$ cat src/rtl/int2fp_pkg.sv
// rtl/int2fp_pkg.sv - shared types and constants for the integer-to-fp32 converter
package int2fp_pkg;

    typedef enum logic [2:0] {
        ST_IDLE,
        ST_UNPACK,
        ST_NORMALISE,
        ST_ROUND,
        ST_OUTPUT
    } int2fp_state_t;

    localparam int FP32_BIAS  = 127;
    localparam int FP32_MAN_W = 23;
    localparam int FP32_EXP_W = 8;

    localparam logic [2:0] RM_RNE = 3'b000;
    localparam logic [2:0] RM_RTZ = 3'b001;
    localparam logic [2:0] RM_RDN = 3'b010;
    localparam logic [2:0] RM_RUP = 3'b011;
    localparam logic [2:0] RM_RMM = 3'b100;

endpackage

$ cat src/rtl/int2fp_round.sv
// rtl/int2fp_round.sv - combinational mantissa rounding with carry-out and inexact flag
module int2fp_round
    import int2fp_pkg::*;
(
    input  logic [FP32_MAN_W-1:0] m,
    input  logic                  guard,
    input  logic                  sticky,
    input  logic                  sign,
    input  logic [2:0]            rm,
    output logic [FP32_MAN_W-1:0] m_rounded,
    output logic                  carry,
    output logic                  nx
);

    logic inc;

    always_comb begin
        inc = 1'b0;
        case (rm)
            RM_RTZ:  inc = 1'b0;
            RM_RDN:  inc = sign & (guard | sticky);
            RM_RUP:  inc = ~sign & (guard | sticky);
            RM_RMM:  inc = guard;
            default: inc = guard & (sticky | m[0]);
        endcase
    end

    // A carry out means the mantissa wrapped to zero and the exponent must bump.
    assign {carry, m_rounded} = {1'b0, m} + {{FP32_MAN_W{1'b0}}, inc};
    assign nx = guard | sticky;

endmodule

$ cat src/rtl/int_to_float_conv.sv
// rtl/int_to_float_conv.sv - multicycle int-to-fp32 converter; INT2FP_RM_EN adds input_rm
module int_to_float_conv
    import int2fp_pkg::*;
#(
    parameter int INT_W = 32,
    parameter int LZ_W  = $clog2(INT_W)
) (
    input  logic             clk,
    input  logic             rst,
    input  logic [INT_W-1:0] input_a,
    input  logic             input_signed,
`ifdef INT2FP_RM_EN
    input  logic [2:0]       input_rm,
`endif
    input  logic             input_a_stb,
    output logic             input_a_ack,
    output logic [31:0]      output_z,
    output logic             output_nx,
    output logic             output_z_stb,
    input  logic             output_z_ack
);

    localparam int EXT_W = INT_W + FP32_MAN_W + 1;
    localparam logic [FP32_EXP_W-1:0] EXP_TOP = FP32_EXP_W'(FP32_BIAS + INT_W - 1);

    int2fp_state_t state, next_state;

    logic [INT_W-1:0]      a_reg;
    logic                  signed_reg;
    logic                  sign;
    logic [INT_W-1:0]      mag;
    logic [LZ_W-1:0]       shift_cnt;
    logic                  unpack_sign;
    logic [INT_W-1:0]      unpack_mag;
    logic [EXT_W-1:0]      ext;
    logic [FP32_MAN_W-1:0] m_rounded;
    logic                  carry;
    logic                  round_nx;
    logic [2:0]            rm_sel;
    logic [FP32_EXP_W-1:0] exp_final;
    logic                  accept;

`ifdef INT2FP_RM_EN
    logic [2:0] rm_reg;
    assign rm_sel = rm_reg;
`else
    assign rm_sel = RM_RNE;
`endif

    assign accept      = input_a_stb & input_a_ack;
    assign unpack_sign = signed_reg & a_reg[INT_W-1];
    assign unpack_mag  = unpack_sign ? (~a_reg + 1'b1) : a_reg;

    // Right-padding lets one set of slices cover INT_W both below and above 24.
    assign ext = {mag, {(FP32_MAN_W + 1){1'b0}}};

    // The exponent is derived from the shift count rather than decremented per cycle.
    assign exp_final = EXP_TOP - FP32_EXP_W'(shift_cnt) + FP32_EXP_W'(carry);

    int2fp_round u_round (
        .m         (ext[EXT_W-2 -: FP32_MAN_W]),
        .guard     (ext[INT_W-1]),
        .sticky    (|ext[INT_W-2:0]),
        .sign      (sign),
        .rm        (rm_sel),
        .m_rounded (m_rounded),
        .carry     (carry),
        .nx        (round_nx)
    );

    always_ff @(posedge clk) begin
        if (rst) state <= ST_IDLE;
        else     state <= next_state;
    end

    always_comb begin
        next_state = state;
        case (state)
            ST_IDLE:      if (accept) next_state = ST_UNPACK;
            ST_UNPACK:    next_state = (unpack_mag == '0) ? ST_OUTPUT : ST_NORMALISE;
            ST_NORMALISE: if (mag[INT_W-1]) next_state = ST_ROUND;
            ST_ROUND:     next_state = ST_OUTPUT;
            ST_OUTPUT:    if (output_z_stb && output_z_ack) next_state = ST_IDLE;
            default:      next_state = ST_IDLE;
        endcase
    end

    always_ff @(posedge clk) begin
        if (rst) begin
            input_a_ack  <= 1'b0;
            output_z     <= '0;
            output_nx    <= 1'b0;
            output_z_stb <= 1'b0;
            a_reg        <= '0;
            signed_reg   <= 1'b0;
            sign         <= 1'b0;
            mag          <= '0;
            shift_cnt    <= '0;
`ifdef INT2FP_RM_EN
            rm_reg       <= RM_RNE;
`endif
        end else begin
            case (state)
                ST_IDLE: begin
                    if (accept) begin
                        a_reg       <= input_a;
                        signed_reg  <= input_signed;
`ifdef INT2FP_RM_EN
                        rm_reg      <= input_rm;
`endif
                        input_a_ack <= 1'b0;
                    end else begin
                        input_a_ack <= 1'b1;
                    end
                end
                ST_UNPACK: begin
                    sign      <= unpack_sign;
                    mag       <= unpack_mag;
                    shift_cnt <= '0;
                    if (unpack_mag == '0) begin
                        output_z  <= '0;
                        output_nx <= 1'b0;
                    end
                end
                ST_NORMALISE: begin
                    if (!mag[INT_W-1]) begin
                        mag       <= mag << 1;
                        shift_cnt <= shift_cnt + 1'b1;
                    end
                end
                ST_ROUND: begin
                    output_z     <= {sign, exp_final, m_rounded};
                    output_nx    <= round_nx;
                    output_z_stb <= 1'b1;
                end
                ST_OUTPUT: begin
                    // The zero path enters here without the strobe and raises it one edge later.
                    if (output_z_stb && output_z_ack) output_z_stb <= 1'b0;
                    else                              output_z_stb <= 1'b1;
                end
                default: ;
            endcase
        end
    end

endmodule

$ cat config.mk
export PLATFORM = sky130hd
export DESIGN_NAME = int_to_float_conv
export DESIGN_NICKNAME = d
export VERILOG_FILES = /design/src/rtl/int2fp_pkg.sv /design/src/rtl/int2fp_round.sv /design/src/rtl/int_to_float_conv.sv
export SDC_FILE = /design/constraint.sdc
export NUM_CORES = 1
export LEC_CHECK = 0
export CORE_AREA = 2 2 113 115
export CTS_CLUSTER_DIAMETER = 200
export DETAILED_ROUTE_END_ITERATION = 7
export DIE_AREA = 0 0 115 117
export GPL_TIMING_DRIVEN = 0
export PLACE_DENSITY = 0.8
export REMOVE_ABC_BUFFERS = 1
export SYNTH_ARGS = -nofsm -noshare
export SYNTH_HDL_FRONTEND = slang
export SYNTH_SLANG_ARGS = --single-unit
$ cat constraint.sdc
create_clock -name clk -period 2.9 [get_ports clk]
set_input_delay 0.435 -clock clk [delete_from_list [all_inputs] [get_ports clk]]
set_output_delay 0.435 -clock clk [all_outputs]
set_load 0.03 [all_outputs]
Yosys cells after proc, flatten, opt, wreduce, memory -nomap -nowiden

Cells that the tools add are included.

Add/sub/neg operators: 5
Bitwise operators: 6
Mux-type cells: 17
Eq/ne operators: 9
Reductions and logical operators: 11

Operators by type and width:

| operator                                        | count |
|---|---|
| one-hot mux 32 bit (2 select lines)             | 2 |
| two-way mux 32 bit                              | 3 |
| adder 32 x 1 -> 32 bit, second input constant   | 1 |
| logical NOT 32 bit                              | 1 |
| NOT 32 bit                                      | 1 |
| adder 23 x 1 -> 24 bit                          | 1 |
| one-hot mux 3 bit (5 select lines)              | 1 |
| two-way mux 3 bit                               | 4 |
| inequality test 2 bit, second input constant    | 5 |
| one-hot mux 5 bit (2 select lines)              | 1 |
| adder 8 x 1 -> 8 bit                            | 1 |
| subtractor 8 x 5 -> 8 bit, first input constant | 1 |
| OR reduction 7 bit                              | 1 |
| == test 3 x 2 -> 1 bit, second input constant   | 2 |
| AND reduction 2 bit                             | 3 |
| nonzero test 2 bit                              | 3 |
| adder 5 x 1 -> 5 bit, second input constant     | 1 |
| two-way mux 5 bit                               | 1 |
| one-hot mux 1 bit (2 select lines)              | 2 |
| AND 1 bit                                       | 3 |
| == test 3 x 1 -> 1 bit, second input constant   | 1 |
| == test 3 bit, second input constant            | 1 |
| logical NOT 3 bit                               | 1 |
| two-way mux 1 bit                               | 3 |
| 3 further kinds                                 | 4 |

Register bits after elaboration: 109
Output and inout bits: 35
Logic and storage cells: 59

Longest topological paths before layout

Depth in word-level cells: 6
Gate-level depth with buffers: 12
Mapped depth without buffers: 12

Cells and area by module

Synthesis repeated with hierarchy kept, for this count alone.

Cells, all modules: 765
Area total of the unflattened synthesis: 6043.3 um^2

By module, submodules not included:

| module            | instances | area an instance (um^2) | cells each |
|---|---|---|---|
| int_to_float_conv | 1         | 5475.3                  | 690 |
| int2fp_round      | 1         | 568.0                   | 75 |

Worst setup path before layout

No wires, ideal clock.

Path kind: register to register
From: register a_reg[0]
To: register output_z[22]
Setup time: 131 ps
Arrival time: 2722 ps
Cell stages (with the launch flop): 11
Buffers on the path: 1
Clock period less this slack: 2854 ps
Path slack: 46 ps
Cell sequence: dfxtp_1 > inv_1 > ha_1 > or4b_2 > or4_1 > o21ai_1 > xnor2_1 > a2111o_1 > nor4_4 > buf_4 > o41ai_1

Cells in the longest elaborated chain, start to end: 6

RTL lines:

| what                                       | RTL line                 | source |
|---|---|---|
| start: declaration                         | int_to_float_conv.sv:28  | `logic [INT_W-1:0] a_reg;` |
| start signal: assignment                   | int_to_float_conv.sv:106 | `a_reg <= input_a;` |
| NOT 32 bit                                 | int_to_float_conv.sv:52  | `assign unpack_mag = unpack_sign ? (~a_reg + 1'b1) : a_reg;` |
| adder 32 x 1 -> 32 bit                     | int_to_float_conv.sv:52  |  |
| two-way mux 32 bit (*)                     | int_to_float_conv.sv:52  |  |
| logical NOT 32 bit (*)                     | int_to_float_conv.sv:120 | `if (unpack_mag == '0) begin` |
| inequality test 2 bit (no source line) (*) | -                        |  |
| AND reduction 2 bit (no source line) (*)   | -                        |  |
| end signal: assignment                     | int_to_float_conv.sv:132 | `output_z <= {sign, exp_final, m_rounded};` |
| end: declaration                           | int_to_float_conv.sv:17  | `output logic [31:0] output_z,` |

Mark *: on every way between the ends. The rest lies on a longest branch, timed or not.
A chain may end at the register's enable or synchronous reset.

Worst setup path after layout

From: register a_reg[0]
To: register output_z[4]

The elaborated chain is that of the path after synthesis.

==> metrics.yaml <==
status: "finished, final reports clean"
area_growth_pct: 23.6
synthCells: 777
overflow: 0
grt.total_usage_pct: 23.2
hold_path.class: "in -> reg"
num_vias: 5967
stdcell_count: 971
cp.required_ns: 3.13
endpoint: "output_z[4]"
die_h_um: 117
worstMarginPinSlew_ns: 1.17
coreArea_um2: 12300
ys.flop_type: "dfxtp_1"
min_period_ns: 2.90
drc: 0
pre_cts_slack_ns: -0.874
ys_ff_latch: 109
io_pins: 72
maxCapViolations: 0
io_buffers: 71
critPathMaxFanout: 10
crit_chain: "inv_2 > ha_4 > or4b_4 > or4_4 > o21ai_4 > xnor2_2 > a2111o_1 > nor4_4 > buf_6 > buf_12 > o41ai_1"
finalCritPeriodShare_pct: 99.9
grt_pass1_wl_um: 25500
setup_viol: 0
worstReg2RegStart: "a_reg[0]"
antenna_cells: 0
post-place-cells: 936
final.setup.worst_slack_ns: 0.00381
grt_max_degree: 79
synth-edff-count: 0
regToRegSetupSlack_ns: 0.004
ir_worst_vdd_v: 0.000294
antenna_found_initial: 0
viasPerCell: 6.15
cp_data_arrival_time_ns: 3.13
ys_warn_count: 0
nFillCells: 1104
clk_pin_slew_worst_paths_ns: 0.08
critPathSlowestCell: "or4b_4"
clk_latency_ns: 0.36
finalNetCount: 859
layout_common_cells: "nand2_1 (113), dfxtp_1 (100), clkdlybuf4s50_1 (70)"
end_kind: "register"
hold_viol_final: 0
worstReg2RegEnd: "output_z[4]"
rsz0062_at_grt: "yes"
synth_area_um2: 6110
first_iter_violations: 623
grt_pass1_vias: 5266
h-tree-depth: 3
die_area_um2: 13500
ctsHoldBuffers: 0
drt_first_pass_iters: 7
r2r_cells: 11
worst_path_largest_cell_delay_ns: 0.49
cts_root_buf: "clkbuf_16"
worstSetupStartpointType: "register"
cts_sinks: 109
ant_nets: 0
startpoint: "a_reg[0]"
yosysSeqAreaShare_pct: 35.7
syn_area_per_cell_um2: 7.86
tritoncts: "done"
cts_buffer_depth: 2
routedWlPerCell_um: 16.3
p_per_area_nw_per_um2: 558
gp_congestion: 0.927
fmax_ghz: 0.345
slew_headroom_pct: 21.9
power_leakage_nw: 2.53
rows: 41
async_flop_share_pct: 0
cts_made_buffers: 9
yosysUniqueCellTypes: 61
final_common_cell: "nand2_1"
hpwlAfterDp_um: 10100
clock-skew-final_ns: 0.00971
wirelength_um: 15800
start_util_pct: 49.6
fp.dieW_um: 115
slew_viol_final: 0
drive_gt1_share_pct: 10.5
critPathKind: "reg -> reg"
[critical path, delay by kind of cell, from the launching register on]
kind / cells / cell delay [ns]
adders and majority gates: 1 / 0.16
and+or+nand+nor: 3 / 1.09
AOI/OAI and AO/OA: 3 / 0.63
xor gates and xnor gates: 1 / 0.10
buffers and inverters: 3 / 0.42
DFF: 1 / 0.36
[worst min-delay path by stage]
stage | start | to | slack (ns) | cells past startpoint
floorplan | sign | sign | 0.43 | 2
global placement | sign | sign | 0.45 | 2
detailed placement | sign | sign | 0.46 | 2
CTS | rst | a_reg[9] | 0.47 | 2
global route | rst | a_reg[11] | 0.47 | 2
finish | rst | a_reg[7] | 0.47 | 2
[synthesized netlist by cell type, types with 8 or more instances]
| master | n | area [µm²] |
|---|---|---|
| a32oi_1 | 28 | 245 |
| nor2_1 | 43 | 161 |
| a21oi_1 | 68 | 340 |
| clkbuf_1 | 58 | 218 |
| a22oi_1 | 24 | 180 |
| o21ai_0 | 18 | 90.1 |
| xor2_1 | 24 | 210 |
| buf_2 | 8 | 40.0 |
| xnor2_1 | 26 | 228 |
| nand4_1 | 18 | 113 |
| nor3_1 | 19 | 95.1 |
| nor4_1 | 8 | 50.1 |
| dfxtp_1 | 109 | 2180 |
| o41ai_1 | 35 | 307 |
| a31oi_1 | 10 | 62.6 |
| nand3_1 | 20 | 100 |
| nand2_1 | 114 | 428 |
| inv_1 | 41 | 154 |
[what timing repair did]
action | in CTS | in global routing
cloned | 0 | 3
pin swaps | 3 | 7
gates resized for setup | 9 | 33
setup buffers | 9 | 7
setup endpoints to repair | 67 | 37
[power breakdown]
| part | switching (W) | internal (W) | total [W] |
|---|---|---|---|
| Clock | 0.000617 | 0.000692 | 0.00131 |
| Combinational | 0.000642 | 0.000516 | 0.00116 |
| Sequential | 0.000145 | 0.00160 | 0.00174 |
| Total | 0.00141 | 0.00281 | 0.00421 |
[layout make-up]
class | instances | area [µm²] | share of cell area, %
well taps | 150 | 188 | 2.48
flip-flops and latches | 109 | 2200 | 29.2
multi-input cells | 555 | 3630 | 48.1
clock buffers | 9 | 225 | 2.98
repair buffers | 99 | 1060 | 14.0
clock inverters | 7 | 87.6 | 1.16
inverters | 42 | 158 | 2.09
[routing by layer]
layer / GRT usage [%] / vias to the layer above / part of all wire, % / routed length [µm]
met5: 0 / - / 0 / 0
met3: 4.58 / 41 / 6.5 / 1020
met1: 31.9 / 2737 / 45 / 7110
li1: - / 2939 / - / -
met4: 8.67 / 0 / 2.6 / 417
met2: 36.0 / 250 / 46 / 7250
[per-stage QoR]
stage	cell area [µm²]	hold slack (ns)	utilization [%]	setup TNS, ns	total power (W)
2_1_floorplan	5820	0.430	-	-48.55	0.00233
3_3_place_gp	6720	0.450	54.6	-251.34	0.00266
3_5_place_dp	6870	0.461	55.8	-41.09	0.00272
4_1_cts	7290	0.468	59.2	0	0.00408
5_1_grt	7550	0.470	61.4	-4.09	0.00440
6_report	7550	0.472	61.4	0	0.00421
[logic make-up (layout without fill, tap and decap cells)]
kind of cell    after synthesis  after routing  synth area share, %
simple gates                268            268                 22.0
compound gates              227            227                 25.9
buf+inv                     113            157                 7.35
xor+xnor                     50             50                 7.17
fa+ha+maj                     6              6                 1.23
mux                           4              4                0.676
flops                       109            109                 35.7
No activity file was read; power rests on OpenSTA's default activity.
